==> src/rtl/rv32i_types.sv <==
// Shared RV32I pipeline types: load funct3 codes, MEM FSM states,
// and the EX/MEM, MEM/WB and forwarding bundles.
package rv32i_types;

    typedef enum logic [2:0] {
        LB  = 3'b000,
        LH  = 3'b001,
        LW  = 3'b010,
        LBU = 3'b100,
        LHU = 3'b101
    } load_funct3_t;

    typedef enum logic {
        MEM_IDLE,
        MEM_WAIT
    } mem_state_t;

    typedef struct packed {
        logic        valid;
        logic [31:0] pc;
        logic [31:0] pc_next;
        logic [31:0] inst;
        logic [4:0]  rs1_s;
        logic [4:0]  rs2_s;
        logic [4:0]  rd_s;
        logic [31:0] rs1_v;
        logic [31:0] rs2_v;
        logic [31:0] rd_v;
        logic        regf_we;
        logic [2:0]  funct3;
        logic [31:0] dmem_addr;
        logic [3:0]  dmem_rmask;
        logic [3:0]  dmem_wmask;
        logic [31:0] dmem_wdata;
    } ex_mem_t;

    typedef struct packed {
        logic        valid;
        logic [31:0] pc;
        logic [31:0] pc_next;
        logic [31:0] inst;
        logic [4:0]  rs1_s;
        logic [4:0]  rs2_s;
        logic [4:0]  rd_s;
        logic [31:0] rs1_v;
        logic [31:0] rs2_v;
        logic [31:0] rd_v;
        logic        regf_we;
        logic [31:0] dmem_addr;
        logic [3:0]  dmem_rmask;
        logic [3:0]  dmem_wmask;
        logic [31:0] dmem_wdata;
        logic [31:0] dmem_rdata;
    } mem_wb_t;

    typedef struct packed {
        logic [4:0]  rd_s;
        logic [31:0] rd_v;
        logic        we;
    } fwd_t;

endpackage

==> src/rtl/load_align.sv <==
// Load data alignment: picks byte/half/word from a read word and
// sign- or zero-extends it. Ports: funct3, off, rdata in; rd_v out.
module load_align
    import rv32i_types::*;
(
    input  logic [2:0]  funct3,
    input  logic [1:0]  off,
    input  logic [31:0] rdata,
    output logic [31:0] rd_v
);

    logic [7:0]  w_b;
    logic [15:0] w_h;

    assign w_b = rdata[{off, 3'b000} +: 8];
    assign w_h = rdata[{off[1], 4'b0000} +: 16];

    always_comb begin
        rd_v = '0;
        case (load_funct3_t'(funct3))
            LB:      rd_v = {{24{w_b[7]}}, w_b};
            LBU:     rd_v = {24'h0, w_b};
            LH:      rd_v = {{16{w_h[15]}}, w_h};
            LHU:     rd_v = {16'h0, w_h};
            LW:      rd_v = rdata;
            default: rd_v = '0;
        endcase
    end

endmodule

==> src/rtl/mem_stage.sv <==
// MEM pipeline stage: one data-memory request per instruction, stall
// until response, align loads, register MEM/WB and export forwarding.
// Ports: clk, rst_n, ex_mem in; dmem_* request/response; mem_stall,
// mem_wb, mem_fwd out.
module mem_stage
    import rv32i_types::*;
(
    input  logic        clk,
    input  logic        rst_n,
    input  ex_mem_t     ex_mem,
    output logic [31:0] dmem_addr,
    output logic [3:0]  dmem_rmask,
    output logic [3:0]  dmem_wmask,
    output logic [31:0] dmem_wdata,
    input  logic [31:0] dmem_rdata,
    input  logic        dmem_resp,
    output logic        mem_stall,
    output mem_wb_t     mem_wb,
    output fwd_t        mem_fwd
);

    mem_state_t  r_state;
    mem_state_t  w_state_n;
    mem_wb_t     r_wb;
    mem_wb_t     w_wb_n;
    logic        w_mem_op;
    logic [31:0] w_ld_v;

    assign w_mem_op = ex_mem.valid &
                      (|ex_mem.dmem_rmask | |ex_mem.dmem_wmask);

    assign dmem_addr  = {ex_mem.dmem_addr[31:2], 2'b00};
    assign dmem_wdata = ex_mem.dmem_wdata;

    load_align u_align (
        .funct3 (ex_mem.funct3),
        .off    (ex_mem.dmem_addr[1:0]),
        .rdata  (dmem_rdata),
        .rd_v   (w_ld_v)
    );

    always_comb begin
        w_state_n  = r_state;
        dmem_rmask = '0;
        dmem_wmask = '0;
        mem_stall  = 1'b0;

        w_wb_n.valid      = ex_mem.valid;
        w_wb_n.pc         = ex_mem.pc;
        w_wb_n.pc_next    = ex_mem.pc_next;
        w_wb_n.inst       = ex_mem.inst;
        w_wb_n.rs1_s      = ex_mem.rs1_s;
        w_wb_n.rs2_s      = ex_mem.rs2_s;
        w_wb_n.rd_s       = ex_mem.rd_s;
        w_wb_n.rs1_v      = ex_mem.rs1_v;
        w_wb_n.rs2_v      = ex_mem.rs2_v;
        w_wb_n.rd_v       = ex_mem.rd_v;
        w_wb_n.regf_we    = ex_mem.regf_we;
        w_wb_n.dmem_addr  = ex_mem.dmem_addr;
        w_wb_n.dmem_rmask = ex_mem.dmem_rmask;
        w_wb_n.dmem_wmask = ex_mem.dmem_wmask;
        w_wb_n.dmem_wdata = ex_mem.dmem_wdata;
        w_wb_n.dmem_rdata = '0;

        unique case (r_state)
            MEM_IDLE: begin
                if (w_mem_op) begin
                    dmem_rmask   = ex_mem.dmem_rmask;
                    dmem_wmask   = ex_mem.dmem_wmask;
                    mem_stall    = 1'b1;
                    w_wb_n.valid = 1'b0;
                    w_state_n    = MEM_WAIT;
                end
            end
            MEM_WAIT: begin
                if (dmem_resp) begin
                    w_wb_n.valid      = 1'b1;
                    w_wb_n.dmem_rdata = dmem_rdata;
                    if (|ex_mem.dmem_rmask) begin
                        w_wb_n.rd_v = w_ld_v;
                    end
                    w_state_n = MEM_IDLE;
                end else begin
                    mem_stall    = 1'b1;
                    w_wb_n.valid = 1'b0;
                end
            end
        endcase

        // Keep the memory port and the stall quiet while held in reset.
        if (!rst_n) begin
            dmem_rmask = '0;
            dmem_wmask = '0;
            mem_stall  = 1'b0;
        end
    end

    always_ff @(posedge clk or negedge rst_n) begin
        if (!rst_n) begin
            r_state <= MEM_IDLE;
            r_wb    <= '0;
        end else begin
            r_state <= w_state_n;
            r_wb    <= w_wb_n;
        end
    end

    assign mem_wb       = r_wb;
    assign mem_fwd.rd_s = r_wb.rd_s;
    assign mem_fwd.rd_v = r_wb.rd_v;
    assign mem_fwd.we   = r_wb.regf_we & r_wb.valid;

endmodule

==> config.mk <==
export PLATFORM = sky130hd
export DESIGN_NAME = mem_stage
export DESIGN_NICKNAME = d
export VERILOG_FILES = /design/src/rtl/rv32i_types.sv /design/src/rtl/load_align.sv /design/src/rtl/mem_stage.sv
export SDC_FILE = /design/constraint.sdc
export NUM_CORES = 1
export LEC_CHECK = 0
export BUFFER_PORTS_ARGS = -buffer_cell sky130_fd_sc_hd__buf_4
export CAP_MARGIN = 20
export CELL_PAD_IN_SITES_DETAIL_PLACEMENT = 0
export CELL_PAD_IN_SITES_GLOBAL_PLACEMENT = 2
export CORE_AREA = 2 2 287 289
export CTS_CLUSTER_SIZE = 28
export DETAILED_ROUTE_END_ITERATION = 6
export DIE_AREA = 0 0 289 291
export PLACE_DENSITY_LB_ADDON = 0.1
export RECOVER_POWER = 100
export SYNTH_ARGS = -nofsm -noshare
export SYNTH_HDL_FRONTEND = slang
export SYNTH_HIERARCHICAL = 1
export SYNTH_SLANG_ARGS = --single-unit
==> constraint.sdc <==
create_clock -name clk -period 4.2 [get_ports clk]
set_input_delay 0.84 -clock clk [delete_from_list [all_inputs] [get_ports clk]]
set_output_delay 0.84 -clock clk [all_outputs]
set_load 0.1 [all_outputs]
==> summary.md <==
| Metric | Value |
|---|---|
| Status | `finished with violations` |
| Failing checks | `capacitance limit, slew limit` |
| Site row count | `105` |
| Worst EP required | `3360 ps` |
| Maximum clock frequency | `0.287 GHz` |
| # DRC | `0` |
| Peak supply drop | `0.247 mV` |
| P&R area growth vs syn | `54.1%` |
| Fin Clk Skew | `7.64 ps` |
| IO buf count | `740` |
| Largest net degree at the start of global routing | `132` |
| Critical path startpoint | `r_state` |
| Library cells used by synthesis | `39` |
| Vias/cell | `3.15` |
| Syn Inst Count | `621` |
| Die area | `84,100 um2` |
| Hold_ws | `132 ps` |
| Register area share after synthesis | `0.764` |
| Leakage | `6.90 nW` |
| Worst r2r path cells | `5` |
| Post-synth EDFFs | `0` |
| Routed Antenna Nets | `0` |
| Slew HR | `-0.531` |
| Clk_lat worst skew | `560 ps` |
| RSZ-0062 raised after global routing | `no` |
| Pwr dens | `602 nW/um2` |
| Syn Area/Cell | `16.6 um2` |
| Final Util | `0.195` |
| Area leader, netlist | `dfrtp_1` |
| Final Worst Setup Slack | `717 ps` |
| Most frequent cell after synthesis | `dfrtp_1` |
| # IOs | `743` |
| Place WS | `1210 ps` |
| Die width | `289 um` |
| DR WL/cell | `23.0 um` |
| Critical Path Fanout Max | `11` |
| Area share of the largest cell type after synthesis | `0.764` |
| Clk root buf | `clkbuf_16` |
| Most area-consuming cells after synthesis | `dfrtp_1, buf_4, mux2_4, and3_1, o211ai_1` |
| Final WL | `54,900 um` |
| Final net count | `1,606` |
| Power, Total | `9.55 mW` |
| Drt pass-1 iters | `4` |
| Worst setup EP type | `output pin` |
| Min-delay worst type | `input pin to async pin` |
| Worst R2R End | `mem_fwd[32]` |
| Share of cells above drive strength 1 | `0.266` |
| CTS tree | `yes` |
| Global-route wire length before repair | `71,800 um` |
| Async SR Flop Fraction | `1.00` |
| Shortest period the worst path allows | `3480 ps` |
| Setup bufs post-CTS | `0` |
| TNS Setup | `0 ps` |
| Tightest Pin Transition | `2300 ps` |
| Final setup vio count | `0` |
| H-tree levels | `2` |
| Final hold vios | `0` |
| Clock Sinks | `314` |
| Seq cells post-synth | `314` |
| CTS Hold Bufs | `0` |
| Core ar. | `81,200 um2` |
| Critical path type | `register to output pin` |
| Post-DP HPWL | `44,200 um` |
| Final Wtd Congestion | `0.751` |
| Vias | `7,544` |
| Max Cap Viol | `3` |
| Vias in the first global route | `8,157` |
| # resized after CTS | `0` |
| Period utilisation layout | `0.829` |
| Mapped cell area | `10,300 um2` |
| Most common flop cell mapped by yosys | `dfrtp_1` |
| Crit Reg-Reg Startpoint | `r_state` |
| Worst Setup Start Kind | `register` |
| Initial drt markers | `214` |
| Starting Density | `0.127` |
| GRT Resource Usage Total | `0.125` |
| Commonest cells post-synth | `dfrtp_1, buf_4, and3_1, mux2_4, nand3_1` |
| CTS clk-pin slew, worst paths | `60 ps` |
| YS warnings | `6` |
| Cts bufs inserted | `42` |
| GRT overflow | `0` |
| Initial antenna violation count | `11` |
| Reg2Reg Setup Slack | `1780 ps` |
| Clock Tree Buf Depth | `3` |
| Slew Viols, Final | `241` |
| Die height | `291 um` |
| Worst Path Arrival | `2640 ps` |
where the power goes:
part	total (mW)	switching, mW	internal, mW
clock	3.69	1.44	2.25
combinational	2.58	2.26	0.320
sequential	3.27	0.0678	3.20
per-layer routing:
layer	wire length, um	up-vias	track usage
li1	-	3341	-
met1	19200	3706	0.125
met2	29100	401	0.234
met3	4930	82	0.0499
met4	1520	14	0.0381
met5	94	-	0
cell usage in the layout, fill, tap and decap left out, drive strengths merged, types with 3 or more instances in the layout:
cell    instances
o221ai          8
mux2i           7
diode           4
dfrtp         314
buf            75
nand2b          4
o211ai         16
bufinv          3
mux2           35
nor2b           3
clkinv          5
o21ai           3
nand2          12
nor2            9
clkbuf        738
inv             4
nand3          17
and3           40
a221o           6
and2            3
stage by stage:
stage | instance area, um2 | cells
floorplan | 10300 | 622
detailed placement | 16300 | 2313
global route | 15900 | 2388
global placement | 16300 | 2312
finish | 15900 | 2392
CTS | 17800 | 2388
worst max-delay path: stages (launching register included):
cell	delay [ps]
dfrtp_1	370
nor2b_1	540
and3_1	240
clkbuf_1	910
state kept, by name, indices dropped and copies added (netlist names):
| name | cells |
|---|---|
| mem_fwd | 37 |
| mem_wb | 276 |
| r_state | 1 |
cell families after synthesis:
logic type	share of synthesized area
flops	0.764
buf+inv	0.0907
simple gates	0.0554
mux	0.0561
compound gates	0.0338
other cells	0.000364
cell type report:
class	instances	area, um2
multi-input cells	179	1390
diodes	4	10.0
clock inverters	10	169
inverters	2	7.51
repair buffers	748	3830
flip-flops and latches	314	7860
fillers	9254	65300
well taps	1070	1340
clock buffers	65	1260
worst max-delay path by stage:
stage                     to  slack, ps  cells after the start
4_1_cts            mem_stall       1140                      4
6_report       dmem_wmask[2]        720                      3
3_3_place_gp       mem_stall       1230                      5
2_1_floorplan  dmem_rmask[0]       1360                      3
5_1_grt        dmem_wmask[2]        590                      3
3_5_place_dp       mem_stall       1210                      5
(Power assumes the default switching activity.)
